$ cat config.mk
export PLATFORM = sky130hd
export DESIGN_NAME = score_counter
export DESIGN_NICKNAME = d
export VERILOG_FILES = /design/src/rtl/snake_pkg.sv /design/src/rtl/seg7_decoder.sv /design/src/rtl/score_counter.sv
export SDC_FILE = /design/constraint.sdc
export NUM_CORES = 1
export LEC_CHECK = 0
export CAP_MARGIN = 20
export CORE_AREA = 2 2 39 41
export CTS_CLUSTER_DIAMETER = 150
export CTS_CLUSTER_SIZE = 14
export DETAILED_ROUTE_END_ITERATION = 8
export DIE_AREA = 0 0 41 43
export GPL_TIMING_DRIVEN = 0
export PLACE_DENSITY = 0.67
export SLEW_MARGIN = 15
export SYNTH_ARGS = -nofsm -noshare
export SYNTH_HDL_FRONTEND = slang
export SYNTH_SLANG_ARGS = --single-unit
$ cat constraint.sdc
create_clock -name CLK -period 3.2 [get_ports CLK]
set_input_delay 0.64 -clock CLK [delete_from_list [all_inputs] [get_ports CLK]]
set_output_delay 0.64 -clock CLK [all_outputs]
set_load 0.05 [all_outputs]
$ cat src/rtl/snake_pkg.sv
// snake_pkg: shared constants between the snake game master FSM and its helpers.
package snake_pkg;
    localparam logic [1:0] MSM_IDLE = 2'd0;
    localparam logic [1:0] MSM_GAME = 2'd1;
    localparam logic [1:0] MSM_WIN = 2'd2;
    localparam int SCORE_W = 4;
    localparam logic [7:0] SEG_BLANK = 8'hFF;
endpackage

$ cat src/rtl/seg7_decoder.sv
// seg7_decoder: 4-bit digit plus blank flag to active-low cathodes {dp,g..a}.
module seg7_decoder
    import snake_pkg::*;
(
    input  logic [3:0] digit_i,
    input  logic       blank_i,
    output logic [7:0] hex_o
);
    always_comb begin
        hex_o = SEG_BLANK;
        if (!blank_i)
            case (digit_i)
                4'd0: hex_o = 8'hC0;
                4'd1: hex_o = 8'hF9;
                4'd2: hex_o = 8'hA4;
                4'd3: hex_o = 8'hB0;
                4'd4: hex_o = 8'h99;
                4'd5: hex_o = 8'h92;
                4'd6: hex_o = 8'h82;
                4'd7: hex_o = 8'hF8;
                4'd8: hex_o = 8'h80;
                4'd9: hex_o = 8'h90;
                default: hex_o = SEG_BLANK;
            endcase
    end
endmodule

$ cat src/rtl/score_counter.sv
// score_counter: counts target hits during GAME, saturating at WIN_SCORE.
// Optional seven-segment score display when SCORE_SEG7_EN is defined.
module score_counter
    import snake_pkg::*;
#(
    parameter int WIN_SCORE = 3,
    parameter int REFRESH_DIV = 100000
) (
    input  logic               CLK,
    input  logic               RESET,
    input  logic [1:0]         MSM_STATE,
    input  logic               REACHED_TARGET,
    output logic [SCORE_W-1:0] SCORE,
    output logic               TARGET_ACK,
    output logic [3:0]         SEG_SELECT,
    output logic [7:0]         HEX_OUT
);
    typedef enum logic [1:0] {S_IDLE, S_PLAY, S_WAIT_LOW, S_FROZEN} state_t;

    state_t state_q, state_d;
    logic [SCORE_W-1:0] score_q, score_d;
    logic hit_q, ack_q, ack_d;

    always_ff @(posedge CLK) begin
        if (RESET) begin
            state_q <= S_IDLE;
            score_q <= '0;
            hit_q <= 1'b0;
            ack_q <= 1'b0;
        end else begin
            state_q <= state_d;
            score_q <= score_d;
            hit_q <= REACHED_TARGET;
            ack_q <= ack_d;
        end
    end

    // Clear beats freeze beats counting; encoding 3 behaves as IDLE.
    always_comb begin
        state_d = state_q;
        score_d = score_q;
        ack_d = 1'b0;
        if (MSM_STATE != MSM_GAME && MSM_STATE != MSM_WIN) begin
            state_d = S_IDLE;
            score_d = '0;
        end else if (MSM_STATE == MSM_WIN) begin
            state_d = S_FROZEN;
        end else
            case (state_q)
                S_IDLE: state_d = S_PLAY;
                S_PLAY:
                    if (hit_q) begin
                        score_d = score_q >= SCORE_W'(WIN_SCORE) ? score_q : score_q + 1'b1;
                        ack_d = 1'b1;
                        state_d = S_WAIT_LOW;
                    end
                S_WAIT_LOW: state_d = hit_q ? S_WAIT_LOW : S_PLAY;
                default: state_d = S_FROZEN;
            endcase
    end

    assign SCORE = score_q;
    assign TARGET_ACK = ack_q;

`ifdef SCORE_SEG7_EN
    localparam int CW = REFRESH_DIV > 1 ? $clog2(REFRESH_DIV) : 1;

    logic [CW-1:0] cnt_q;
    logic digit_q, blank, wrap;
    logic [3:0] seg_q, dig;
    logic [7:0] hex_q, hex_d;

    assign wrap = cnt_q == CW'(REFRESH_DIV - 1);
    assign dig = digit_q ? score_q / 4'd10 : score_q % 4'd10;
    assign blank = digit_q && score_q < 4'd10;

    seg7_decoder u_dec (
        .digit_i(dig),
        .blank_i(blank),
        .hex_o  (hex_d)
    );

    always_ff @(posedge CLK) begin
        if (RESET) begin
            cnt_q <= '0;
            digit_q <= 1'b0;
            seg_q <= 4'hF;
            hex_q <= SEG_BLANK;
        end else begin
            cnt_q <= wrap ? '0 : cnt_q + 1'b1;
            digit_q <= wrap ? ~digit_q : digit_q;
            seg_q <= digit_q ? 4'b1101 : 4'b1110;
            hex_q <= hex_d;
        end
    end

    assign SEG_SELECT = seg_q;
    assign HEX_OUT = hex_q;
`else
    logic unused_refresh;
    assign unused_refresh = |REFRESH_DIV;
    assign SEG_SELECT = 4'hF;
    assign HEX_OUT = SEG_BLANK;
`endif
endmodule
* Word level (Yosys, flattened, before mapping)
Index checks and enable logic that the tools add are counted.
Word-level totals: logic and storage cells 25, input bits 5, output and inout bits 17, register bits 8
Operators by class: mux-type cells 5, magnitude comparators 1, $add $sub $neg 1, bitwise operators 3, reduce and logical (&&, ||, !) cells 5, equal/unequal tests 6
Operators by type and width (number):
- 2-bit two-way mux | 3
- 2-bit one-hot mux with 3 select lines | 1
- 4-bit by 1-bit adder with 4-bit output (second input constant) | 1
- 2-bit equality test (second input constant) | 2
- 4-bit by 2-bit >= comparator with 1-bit output (second input constant) | 1
- 4-bit AND reduction | 1
- 4-bit OR reduction | 1
- 3-bit inequality test (second input constant) | 1
- 1-bit inverter | 3
- 2-bit by 1-bit equality test with 1-bit output (second input constant) | 1
- 2-bit zero test | 1
- 2-bit by 1-bit inequality test with 1-bit output (second input constant) | 1
- 2-bit inequality test (second input constant) | 1
- 2-bit OR reduction | 1
- 1-bit logical AND | 1
- 1-bit two-way mux | 1

* Depth between registers and ports, before layout
word-level depth 3, mapped depth 5, gate-level depth less buffers 5

* Worst setup path before layout
Ideal clock, no wire load.
kind in2reg, start in MSM_STATE[0], end reg score_q[0], in the netlist SCORE[0], data required time 3.130 ns, setup time 0.070 ns, slack 1.411 ns, stages 5, arrival time 1.719 ns, path buffers 0, path through inv_1 ha_1 or4_4 or3_1 a21boi_1
Between the ends: cells in the longest elaborated chain, start to end 3, elaborated cells on any way between the ends 7, classes of those cells eq/ne (3); bitwise (1); reduce/logical (3)
Ends and longest elaborated chain:
- from (decl) | RTL line score_counter.sv:11 | input logic [1:0] MSM_STATE,
- 2-bit equality test (tied with other cells) | RTL line score_counter.sv:46 | end else if (MSM_STATE == MSM_WIN) begin
- 1-bit inverter (no source line) or 1-bit logical AND (tied branches)
- 4-bit AND reduction (no source line) or 2-bit OR reduction (tied branches)
- to (signal assigned) | RTL line score_counter.sv:32 | score_q <= score_d;
- to (decl) | RTL line score_counter.sv:21 | logic [SCORE_W-1:0] score_q, score_d;
Parallel ways exist; a longest one is shown, timed or not. A chain may end at the register's enable or synchronous reset.

* Worst setup path in the final report
Ends and elaborated chain as after synthesis.

==> flow_metrics.env <==
export IMPL_cts_resized=0
export IMPL_arrival_ns=2.28
export IMPL_place_hpwl_um=534
export IMPL_cts_sinks=8
export IMPL_cts_root_buf="clkbuf_4"
export IMPL_antenna_found_initial=0
export IMPL_io_buffers=9
export IMPL_start_util=0.307
export IMPL_gp_congestion=0.684
export IMPL_cts_tree="yes"
export IMPL_critPathRequiredTime_ns=3.39
export IMPL_setup_slack_ns=1.11
export IMPL_cts_htree_levels=1
export IMPL_synth_distinct_cells=22
export IMPL_clk_pin_slew_ns=0.05
export IMPL_grt_pass1_wl_mm=1.05
export IMPL_die_w_um=41
export IMPL_met1Wirelength_um=280
export IMPL_fin_setup_tns_ns=0
export IMPL_die_height_um=43
export IMPL_max_cap_violations=0
export IMPL_place_ws_ns=0.829
export IMPL_layout_min_cycle_time_ns=2.09
export IMPL_power_density_mw_per_mm2=405
export IMPL_vias=308
export IMPL_cpPeakStageDelay_ns=0.48
export IMPL_postPlaceCellArea_um2=577
export IMPL_hold_path_class="reg -> reg"
export IMPL_antennaDiodeCount=0
export IMPL_postLayoutCellArea_um2=599
export IMPL_skew_ns=0.00166
export IMPL_area_delta_synth_final_pct=40.9
export IMPL_ioPinCount=22
export IMPL_core_area_mm2=0.00138
export IMPL_netlist_instances=44
export IMPL_yosys_warnings=0
export IMPL_fillCellCount=144
export IMPL_grt_overflow=0
export IMPL_worstSetupEndpointType="flop"
export IMPL_wire_per_inst_um=8.10
export IMPL_die_area_mm2=0.00176
export IMPL_status="finished clean"
export IMPL_rows=14
export IMPL_wl_met2_um=345
export IMPL_path_cells="clkdlybuf4s50_1 > inv_1 > ha_1 > or4_4 > or3_1 > a21boi_1"
export IMPL_start_kind="input port"
export IMPL_firstDrtPassIters=1
export IMPL_grt_util_all_layers=0.0957
export IMPL_ys_seq_elements=8
export IMPL_top_layer="met3"
export IMPL_drive_above_1_share=0.254
export IMPL_antenna_left=0
export IMPL_clkLatencyLatePin_ns=0.25
export IMPL_avgSynthCellArea_um2=9.67
export IMPL_seq_area_frac_synth=0.376
export IMPL_hold_violations=0
export IMPL_grt_max_degree=8
export IMPL_cp_max_fo=4
export IMPL_wl_um=672
export IMPL_grt_pass1_vias=278
export IMPL_nNetsFinal=77
export IMPL_max_freq_mhz=478
export IMPL_maxSlewViolCount=0
export IMPL_final_core_util=0.433
export IMPL_critPathKind="in -> reg"
export IMPL_leakage_nw=0.272
export IMPL_hold_buffers=0
export IMPL_setup_viol=0
export IMPL_post_route_period_util=0.653
export IMPL_via_per_inst=3.71
export IMPL_synth_area_um2=425
export IMPL_drt_iter0_drc=0
export IMPL_cts_path_max_buffers=2
export IMPL_routed_wl_met3_um=46
export IMPL_cts_setup_buffers=0
export IMPL_drc=0
export IMPL_rsz0062_at_grt="no"
export IMPL_ir_drop_mv=0.147
export IMPL_crit_path_top_delay_cell="clkdlybuf4s50_1"
export IMPL_cts_buffers_inserted=3
==> logic make-up after synthesis <==
family	count (synthesis)	share of synthesized area
other	1	0.00882
buffers and inverters	15	0.238
AND/OR/NAND/NOR	9	0.141
flip-flops	8	0.376
AO/OA/AOI/OAI	6	0.103
XOR/XNOR	1	0.0206
adder cells (fa/ha/maj)	4	0.112
==> cell usage in the layout (no fill, tap or decap) <==
master	instances
maj3_1	1
clkbuf_4	3
or3_1	1
o21ai_0	1
o31a_1	1
dfxtp_1	8
ha_1	3
nor3b_1	1
and2_2	1
nand3b_1	1
buf_4	12
inv_1	3
or4_4	1
nor2_1	1
clkdlybuf4s50_1	9
o211ai_1	1
conb_1	12
o31ai_1	1
nor2b_1	1
a21boi_1	1
and2_1	1
xnor2_1	1
nand2_1	1
o21a_1	1
==> synth_stat cells <==
cell / count / area (um^2)
buf_4: 12 / 90.1
o211ai_1: 1 / 7.51
nor2b_1: 1 / 6.26
and2_2: 1 / 7.51
nor2_1: 1 / 3.75
o31ai_1: 1 / 7.51
conb_1: 1 / 3.75
nand2_1: 1 / 3.75
and2_1: 1 / 6.26
ha_1: 3 / 37.5
dfxtp_1: 8 / 160
or4_4: 1 / 11.3
inv_1: 3 / 11.3
o21a_1: 1 / 7.51
o31a_1: 1 / 8.76
or3_1: 1 / 6.26
nand3b_1: 1 / 7.51
nor3b_1: 1 / 7.51
a21boi_1: 1 / 7.51
maj3_1: 1 / 10.0
o21ai_0: 1 / 5.00
xnor2_1: 1 / 8.76
==> power by group <==
group / leakage, nW / switching (mW) / total, mW / internal, mW
Clock: 0.0138 / 0.0342 / 0.0771 / 0.0429
Combinational: 0.193 / 0.0403 / 0.0610 / 0.0207
Sequential: 0.0651 / 0.00243 / 0.105 / 0.102
Total: 0.272 / 0.0770 / 0.243 / 0.166
==> area by class of cell <==
cell class / instances / area, um^2 / area share
Buffer: 12 / 90.1 / 0.150
Clock buffer: 3 / 22.5 / 0.0376
Inverter: 3 / 11.3 / 0.0188
Multi-Input combinational cell: 32 / 205 / 0.342
Sequential cell: 8 / 160 / 0.267
Tap cell: 16 / 20.0 / 0.0334
Timing Repair Buffer: 9 / 90.1 / 0.150
==> worst max-delay path, delay by kind of cell <==
| kind | cells | cell delay (ns) |
|---|---|---|
| and+or+nand+nor | 2 | 0.76 |
| buffers and inverters | 2 | 0.53 |
| adders and majority gates | 1 | 0.22 |
| AOI/OAI and AO/OA | 1 | 0.13 |
==> sequential cells by signal, indices dropped and copies added, names as in the netlist <==
name	flops
SCORE	4
state_q	2
hit_q	1
TARGET_ACK	1
==> routing by layer <==
layer | global-route usage | vias to the layer above
met3 | 0.0471 | 0
li1 | - | 169
met2 | 0.138 | 9
met4 | 0.100 | 0
met5 | 0 | -
met1 | 0.0877 | 130
==> through the flow <==
step           hold slack (ns)  power, mW  instances
3_5_place_dp             0.485      0.168         80
4_1_cts                  0.499      0.248         83
6_report                 0.495      0.243         83
5_1_grt                  0.514      0.258         83
2_1_floorplan            0.485      0.159         55
3_3_place_gp             0.485      0.167         80
==> worst paths after layout <==
path | endpoint | slack [ns] | from | cells past startpoint
min | SCORE[2] | 0.50 | SCORE[2] | 1
min reg2reg | SCORE[2] | 0.50 | SCORE[2] | 1
max | SCORE[0] | 1.11 | MSM_STATE[0] | 6
max reg2reg | SCORE[0] | 1.67 | SCORE[0] | 4
Power figures use the tool's default switching activity.
